File: src/rtl/mod_id_pipe.sv
// Decode stage: register file, opcode decode, branch resolution, load-use stall and ID/EX register.
// Optional macro WB_BYPASS_EN forwards a same-cycle write-back to the register reads.
module mod_id_pipe #(
  parameter int DATA_W = 16,
  parameter int REG_AW = 4,
  parameter int IMM_W  = 16
) (
  input  logic              clk,
  input  logic              rst,
  input  logic              in_valid,
  output logic              in_ready,
  input  logic [15:0]       in_instr,
  input  logic [DATA_W-1:0] in_pc,
  input  logic [2:0]        flags,
  input  logic              ex_valid,
  input  logic              ex_memread,
  input  logic [REG_AW-1:0] ex_dst,
  input  logic              wb_we,
  input  logic [REG_AW-1:0] wb_dst,
  input  logic [DATA_W-1:0] wb_data,
  output logic              redirect,
  output logic [DATA_W-1:0] redirect_pc,
  output logic              halted,
  output logic              out_valid,
  input  logic              out_ready,
  output logic [11:0]       out_ctrl,
  output logic [DATA_W-1:0] out_src1,
  output logic [DATA_W-1:0] out_src2,
  output logic [IMM_W-1:0]  out_imm,
  output logic [REG_AW-1:0] out_dst
);
  localparam int NREG = 2 ** REG_AW;

  localparam logic [3:0] OP_SLL = 4'h4, OP_SRA = 4'h5, OP_ROR = 4'h6, OP_LW = 4'h8,
                         OP_SW = 4'h9, OP_LLB = 4'hA, OP_LHB = 4'hB, OP_B = 4'hC,
                         OP_BR = 4'hD, OP_PCS = 4'hE, OP_HLT = 4'hF;

  logic [DATA_W-1:0] rf_q [NREG];
  logic [DATA_W-1:0] rf_d [NREG];
  logic              halted_q, halted_d;
  logic              out_valid_q, out_valid_d;
  logic [11:0]       ctrl_q, ctrl_d;
  logic [DATA_W-1:0] src1_q, src1_d, src2_q, src2_d;
  logic [IMM_W-1:0]  imm_q, imm_d;
  logic [REG_AW-1:0] dst_q, dst_d;

  logic [3:0]        opcode;
  logic [REG_AW-1:0] rd_idx, rs_idx, rt_idx, src1_idx, src2_idx;
  logic              src1_used, src2_used, is_b, is_br, cond_true;
  logic              z_f, v_f, n_f;
  logic              stall, accept;
  logic [DATA_W-1:0] src1_rd, src2_rd, src1_data, b_off;
  logic [IMM_W-1:0]  imm;
  logic [11:0]       ctrl;
  logic              c_regwrite, c_alusrc, c_memen, c_memwrite, c_memtoreg, c_pcread;
  logic [1:0]        c_branch;

  assign opcode = in_instr[15:12];
  assign rd_idx = in_instr[8 +: REG_AW];
  assign rs_idx = in_instr[4 +: REG_AW];
  assign rt_idx = in_instr[0 +: REG_AW];
  assign {z_f, v_f, n_f} = flags;

  always_comb begin
    src1_idx = (opcode == OP_LLB || opcode == OP_LHB) ? rd_idx : rs_idx;
    src2_idx = (opcode == OP_SW) ? rd_idx : rt_idx;
    src1_rd  = rf_q[src1_idx];
    src2_rd  = rf_q[src2_idx];
`ifdef WB_BYPASS_EN
    if (wb_we && wb_dst == src1_idx) src1_rd = wb_data;
    if (wb_we && wb_dst == src2_idx) src2_rd = wb_data;
`endif
    if (src1_idx == '0) src1_rd = '0;
    if (src2_idx == '0) src2_rd = '0;
    src1_data = (opcode == OP_PCS) ? in_pc : src1_rd;
  end

  // ctrl = {regwrite,alusrc,memen,memwrite,memtoreg,pcread,aluop=opcode,branch={BR,B}}
  always_comb begin
    c_regwrite = 1'b0; c_alusrc = 1'b0; c_memen = 1'b0; c_memwrite = 1'b0;
    c_memtoreg = 1'b0; c_pcread = 1'b0; c_branch = 2'b00;
    src1_used  = 1'b0; src2_used = 1'b0;
    imm        = '0;
    case (opcode)
      OP_SLL, OP_SRA, OP_ROR: begin
        c_regwrite = 1'b1; c_alusrc = 1'b1; src1_used = 1'b1;
        imm = {{(IMM_W-4){1'b0}}, in_instr[3:0]};
      end
      OP_LW, OP_SW: begin
        c_alusrc = 1'b1; c_memen = 1'b1; src1_used = 1'b1;
        c_regwrite = (opcode == OP_LW); c_memtoreg = (opcode == OP_LW);
        c_memwrite = (opcode == OP_SW); src2_used = (opcode == OP_SW);
        imm = {{(IMM_W-5){in_instr[3]}}, in_instr[3:0], 1'b0};
      end
      OP_LLB, OP_LHB: begin
        c_regwrite = 1'b1; c_alusrc = 1'b1; src1_used = 1'b1;
        imm = {{(IMM_W-8){1'b0}}, in_instr[7:0]};
      end
      OP_B: begin
        c_branch = 2'b01;
        imm = {{(IMM_W-10){in_instr[8]}}, in_instr[8:0], 1'b0};
      end
      OP_BR: begin
        c_branch = 2'b10; src1_used = 1'b1;
      end
      OP_PCS: begin
        c_regwrite = 1'b1; c_pcread = 1'b1;
      end
      OP_HLT: ;
      default: begin
        c_regwrite = 1'b1; src1_used = 1'b1; src2_used = 1'b1;
        imm = {{(IMM_W-4){in_instr[3]}}, in_instr[3:0]};
      end
    endcase
    ctrl = {c_regwrite, c_alusrc, c_memen, c_memwrite, c_memtoreg, c_pcread, opcode, c_branch};
  end

  always_comb begin
    case (in_instr[11:9])
      3'd0:    cond_true = ~z_f;
      3'd1:    cond_true = z_f;
      3'd2:    cond_true = ~z_f & ~n_f;
      3'd3:    cond_true = n_f;
      3'd4:    cond_true = z_f | ~n_f;
      3'd5:    cond_true = z_f | n_f;
      3'd6:    cond_true = v_f;
      default: cond_true = 1'b1;
    endcase
  end

  assign is_b   = (opcode == OP_B);
  assign is_br  = (opcode == OP_BR);
  assign b_off  = {{(DATA_W-10){in_instr[8]}}, in_instr[8:0], 1'b0};
  assign stall  = in_valid & ex_valid & ex_memread & (ex_dst != '0) &
                  ((src1_used & (ex_dst == src1_idx)) | (src2_used & (ex_dst == src2_idx)));
  assign in_ready    = ~halted_q & ~stall & (~out_valid_q | out_ready);
  assign accept      = in_valid & in_ready;
  assign redirect    = accept & (is_b | is_br) & cond_true;
  assign redirect_pc = is_br ? src1_rd : in_pc + b_off;

  always_comb begin
    out_valid_d = out_valid_q;
    ctrl_d      = ctrl_q;
    src1_d      = src1_q;
    src2_d      = src2_q;
    imm_d       = imm_q;
    dst_d       = dst_q;
    halted_d    = halted_q | (accept & (opcode == OP_HLT));
    if (accept) begin
      out_valid_d = 1'b1;
      ctrl_d      = ctrl;
      src1_d      = src1_data;
      src2_d      = src2_rd;
      imm_d       = imm;
      dst_d       = rd_idx;
    end else if (~out_valid_q | out_ready) begin
      out_valid_d = 1'b0;
    end
    rf_d = rf_q;
    if (wb_we && wb_dst != '0) rf_d[wb_dst] = wb_data;
  end

  always_ff @(posedge clk) begin
    if (rst) begin
      rf_q        <= '{default: '0};
      halted_q    <= 1'b0;
      out_valid_q <= 1'b0;
      ctrl_q      <= '0;
      src1_q      <= '0;
      src2_q      <= '0;
      imm_q       <= '0;
      dst_q       <= '0;
    end else begin
      rf_q        <= rf_d;
      halted_q    <= halted_d;
      out_valid_q <= out_valid_d;
      ctrl_q      <= ctrl_d;
      src1_q      <= src1_d;
      src2_q      <= src2_d;
      imm_q       <= imm_d;
      dst_q       <= dst_d;
    end
  end

  assign halted    = halted_q;
  assign out_valid = out_valid_q;
  assign out_ctrl  = ctrl_q;
  assign out_src1  = src1_q;
  assign out_src2  = src2_q;
  assign out_imm   = imm_q;
  assign out_dst   = dst_q;
endmodule

File: config.mk
export PLATFORM = sky130hd
export DESIGN_NAME = mod_id_pipe
export DESIGN_NICKNAME = d
export VERILOG_FILES = /design/src/rtl/mod_id_pipe.sv
export SDC_FILE = /design/constraint.sdc
export NUM_CORES = 1
export LEC_CHECK = 0
export BUFFER_PORTS_ARGS = -buffer_cell sky130_fd_sc_hd__buf_2
export CAP_MARGIN = 30
export CORE_UTILIZATION = 29
export CTS_BUF_LIST = sky130_fd_sc_hd__clkbuf_4 sky130_fd_sc_hd__clkbuf_8
export DETAILED_ROUTE_END_ITERATION = 6
export GPL_ROUTABILITY_DRIVEN = 0
export GPL_TIMING_DRIVEN = 0
export PLACE_DENSITY = 0.49
export SLEW_MARGIN = 30
export SYNTH_ARGS = -nofsm -noshare
export SYNTH_HDL_FRONTEND = slang
export SYNTH_SLANG_ARGS = --single-unit
File: constraint.sdc
create_clock -name clk -period 5.3 [get_ports clk]
set_input_delay 0.265 -clock clk [delete_from_list [all_inputs] [get_ports clk]]
set_output_delay 0.265 -clock clk [all_outputs]
set_load 0.1 [all_outputs]
### Yosys cells after proc, flatten, opt, wreduce, memory -nomap -nowiden

Index checks and enable logic that the tools add are counted.

* input port bits: 66
* register bits after elaboration: 322
* output and inout port bits: 84

* eq/ne operators: 19
* bitwise operators: 27
* magnitude comparators: 4
* add/subtract/negate cells: 1
* mux-type cells: 28
* reductions and logical operators: 17

Operator list (count)
* $bwmux W256: 1
* $mux W16: 9
* $bmux W16 S4: 2
* $pmux W16 S5: 1
* $demux W16 S4: 1
* $eq A4 B4 Y1 const B: 8
* $add A16 B16 Y16: 1
* $ge A5 B5 Y1 const B: 3
* $not A4 Y5: 3
* $and A1 B1 Y1: 13
* $eq A4 B3 Y1 const B: 3
* $reduce_or A3 Y1: 4
* $eq A3 B3 Y1 const B: 3
* $reduce_or A9 Y1: 1
* $eq A4 B4 Y1: 2
* $logic_not A4 Y1: 2
* $mux W1: 8
* $mux W4: 2
* $reduce_bool A4 Y1: 2
* $pmux W1 S7: 1
* $reduce_or A7 Y1: 1
* $eq A3 B2 Y1 const B: 2
* $or A1 B1 Y1: 6
* $lt A5 B1 Y1 const B: 1
* other kinds (9): 16

### Depth between registers and ports, before layout

* depth in word-level cells: 13
* mapped depth: 12
* depth with buffers taken out: 10

### Worst setup path after synthesis

No wires, ideal clock.

* path type: in2out
* start: input in_instr[14]
* end: output redirect
* buffers on the path: 1
* arrival time: 6294 ps
* stages: 7
* path slack: -1259 ps
* data required time: 5035 ps
* cell sequence: and4bb_2 > mux2_2 > xnor2_1 > a41oi_2 > nand3_1 > buf_2 > a2111oi_0

* longest elaborated chain between the ends: 13
* elaborated cells between the ends (all ways): 32
* classes of those cells: eq/ne: 13; mux: 4; bitwise: 11; reduce/logical: 4

RTL lines
* start, declared: line 12 `input logic [15:0] in_instr,`
* $eq A4 B4 Y1: line 65, 84
* $logic_or A1 B1 Y1: line 65 `src1_idx = (opcode == OP_LLB || opcode == OP_LHB) ? rd_idx : rs_idx;`
* $mux W4: line 65
* $eq A4 B4 Y1: line 135 `((src1_used & (ex_dst == src1_idx)) | (src2_used & (ex_dst == src2_idx)));`
* $and A1 B1 Y1: line 135
* $or A1 B1 Y1: line 135
* $and A1 B1 Y1: line 134 `assign stall = in_valid & ex_valid & ex_memread & (ex_dst != '0) &`
* $not A1 Y1: line 136 `assign in_ready = ~halted_q & ~stall & (~out_valid_q | out_ready);`
* $and A1 B1 Y1 (2 in a row): line 136
* $and A1 B1 Y1: line 137 `assign accept = in_valid & in_ready;`
* $and A1 B1 Y1 * (2 in a row): line 138 `assign redirect = accept & (is_b | is_br) & cond_true;`
* end, declared: line 21 `output logic redirect,`

Every way passes the cells marked *; elsewhere a longest branch is shown, timed or not.

### Worst setup path after layout

* start: input in_instr[14]
* end: output redirect_pc[12]

* longest elaborated chain between the ends: 9
* elaborated cells between the ends (all ways): 12
* classes of those cells: eq/ne: 3; mux: 6; bitwise: 1; reduce/logical: 2

RTL lines
* $eq A4 B4 Y1: line 65
* $logic_or A1 B1 Y1: line 65
* $mux W4: line 65
* $not A4 Y5 (implied by the code): line 67 `src1_rd = rf_q[src1_idx];`
* $bmux W16 S4: line 67
* $mux W16 (implied by the code) (2 in a row): line 67
* $mux W16: line 73 `if (src1_idx == '0) src1_rd = '0;`
* $mux W16 *: line 139 `assign redirect_pc = is_br ? src1_rd : in_pc + b_off;`
* end, declared: line 22 `output logic [DATA_W-1:0] redirect_pc,`

Every way passes the cells marked *; elsewhere a longest branch is shown, timed or not. The select of a mux whose other input is x is not followed.

==> flow_metrics.tcl <==
set metrics [dict create \
    outcome "complete, no violations" \
    synth_seq_area_share 0.368 \
    rsz0062_at_grt "false" \
    hold_buffers 31 \
    yosysTopAreaCellShare 0.368 \
    vdd_drop_max_mv 0.168 \
    synth_flop_cell "dfxtp_1" \
    cap_violations 0 \
    fin_tns_setup_ps 0 \
    htreeDepth 2 \
    synth-xor-area-share 0.00913 \
    core_sq_mm 0.0553 \
    cts_buffer_depth 3 \
    synthCells 2286 \
    post_cts_resized 0 \
    grt_max_degree 14 \
    tightestPinTransition_ps 1100 \
    layout-drive-gt1-share 0.137 \
    critPathKind "in2out" \
    synth-simple-area-share 0.277 \
    drc 0 \
    min_period_over_period 0.868 \
    cp-start-kind "primary input" \
    synth_top_area_cell "dfxtp_1" \
    fp-row-count 86 \
    num_vias 18900 \
    synth_top_family_by_area "simple AND/OR/NAND/NOR gates" \
    cts_root_buf "clkbuf_8" \
    drt-initial-drc-count 2399 \
    avgViaCountPerCell 5.70 \
    hpwl_microns 63800 \
    routed_wl_microns 85600 \
    critPathCaptureType "output port" \
    antenna_found_initial 2 \
    syn-num-nets 2367 \
    fin_skew_ps 32.4 \
    die-height_microns 239 \
    yosysWarnings 0 \
    max_slew_margin 0.251 \
    track_usage 0.293 \
    power.total_w 0.00614 \
    syn_area_sq_mm 0.0163 \
    portBuffers 149 \
    cp.required_ps 5040 \
    grt_pass1_vias 17300 \
    max_freq_mhz 217 \
    post-cts-setup-buffers 0 \
    r2r-start "rf_q[98]$_SDFFE_PP0P_" \
    r2r-end "out_src1[2]$_SDFFE_PP0N_" \
    clock_sinks 300 \
    async_flop_share 0 \
    synthDistinctLibCells 74 \
    min_period_ps 4600 \
    area_growth_syn_to_layout_pct 19.5 \
    r2r_cells 7 \
    insertion_delay_ps 680 \
    ioPinCount 150 \
    critPathArrivalTime_ps 4340 \
    drt_first_pass_iters 6 \
    synth_area_per_cell_sq_um 7.14 \
    yosys-top-cells-area "dfxtp_1 (37%), nand2_1 (19%), a21oi_1 (9.3%)" \
    synthAdderAreaFrac 0.0126 \
    clkTransAtPathRegs_ps 60 \
    crit_fanout 10 \
    synth_compound_area_frac 0.212 \
    hp-class "in2reg" \
    start_util 0.295 \
    slew_violations 0 \
    hold_start "in_pc[2]" \
    yosys-mux-area-fraction 0.0647 \
    r2r_setup_slack_ps 3190 \
    p_leak_nw 6.79 \
    grt.overflow.total 0 \
    hold_depth 4 \
    synth_seq_cells 300 \
    detail-route-antenna-nets 0 \
    power_density_mw_per_mm2 315 \
    fin_nets 2605 \
    synth-edff-count 0 \
    cts_tree "yes" \
    yosysMostFrequentCell "nand2_1" \
    wl_per_cell_microns 25.8 \
    grt_pass1_wl_microns 120000 \
    setup_viol 0 \
    yosys-top-cells-count "nand2_1 (814), a21oi_1 (304), dfxtp_1 (300), clkbuf_1 (119), nand3_1 (95)" \
    die_w_microns 239 \
    cts_inserted_buffers 56 \
    finalHoldViolations 0 \
    fillers 6007 \
    min_to "out_src1[2]$_SDFFE_PP0N_" \
    die-area_sq_mm 0.0572 \
]
[through the flow]
| stage | hold WS (ps) | worst slack, ps | utilization | instance area (sq um) | instances |
|---|---|---|---|---|---|
| after global routing | 52.8 | 811 | 0.353 | 19500 | 3311 |
| after global placement | 444 | 724 | 0.325 | 18000 | 3183 |
| after CTS | 2.87 | 1020 | 0.352 | 19500 | 3310 |
| after detailed placement | 445 | 1040 | 0.326 | 18000 | 3183 |
| final | 35.7 | 699 | 0.353 | 19500 | 3311 |
| after floorplan | 401 | 120 | - | 16300 | 2286 |
[worst max-delay path by stage]
stage,slack (ps),endpoint,from,cells after the start
floorplan,120,redirect,in_instr[14],7
global placement,720,redirect_pc[2],in_instr[9],10
detailed placement,1040,redirect_pc[12],in_instr[14],10
CTS,1020,redirect_pc[12],in_instr[14],10
global route,810,redirect_pc[1],in_instr[14],11
finish,700,redirect_pc[12],in_instr[14],10
[layout by cell type (no fill, tap or decap), drive strengths merged, types with 8 or more instances in the layout]
cell type and n:
and3 16, inv 23, xnor2 10, o21ai 56, o22ai 11, nand3 95
a211oi 22, a31oi 26, mux2i 76, ha 14, a31o 8, nor2 87
a221oi 18, nor3 21, dfxtp 300, dlygate4sd3 31, a32oi 17, nand2b 16
a2111oi 13, and4 11, a21o 8, a21oi 306, nand2 815, clkbuf 212
o32ai 19, buf 215, mux2 10, o211ai 14
[worst max-delay path: stages]
cell and delay, ps:
buf_2 100, buf_2 200, nand3b_4 230, mux2i_1 780, nor2_1 370, clkbuf_1 510, a32o_1 450, a2111oi_0 880
mux2i_1 200, buf_2 360
[registers in the layout (all words and copies together), names as in the netlist]
| name | cells |
|---|---|
| out_ctrl | 12 |
| out_src2 | 16 |
| out_imm | 10 |
| out_valid | 1 |
| out_dst | 4 |
| halted | 1 |
| out_src1 | 16 |
| rf_q | 240 |
[cells by family after synthesis]
group | count (synthesis)
compound gates | 558
xor+xnor | 17
fa+ha+maj | 16
buf+inv | 209
flops | 300
mux | 93
simple gates | 1093
[where the power goes]
group	total (W)	internal, W	switching [W]
clock network	0.00241	0.00136	0.00104
logic	0.00137	0.000292	0.00108
registers	0.00235	0.00231	0.0000459
total	0.00614	0.00397	0.00217
[routing by layer]
metal | share of wire | vias to the layer above | global-route usage
met5 | 0.00013 | - | 0
met4 | 0.065 | 2 | 0.175
met3 | 0.11 | 283 | 0.0666
met2 | 0.42 | 1291 | 0.436
met1 | 0.41 | 8926 | 0.383
li1 | - | 8368 | -
[cell type report]
type	instances	area [sq um]	area share
Buffer	185	843	0.0433
Sequential cell	300	6010	0.308
Timing Repair Buffer	180	1060	0.0542
Inverter	24	90.1	0.00462
Clock inverter	3	40.0	0.00205
Clock buffer	93	1120	0.0576
Tap cell	748	936	0.0480
Multi-Input combinational cell	1777	9400	0.482
Antenna cell	1	2.50	0.000128
Note: power is estimated with default switching activity, not from simulation.
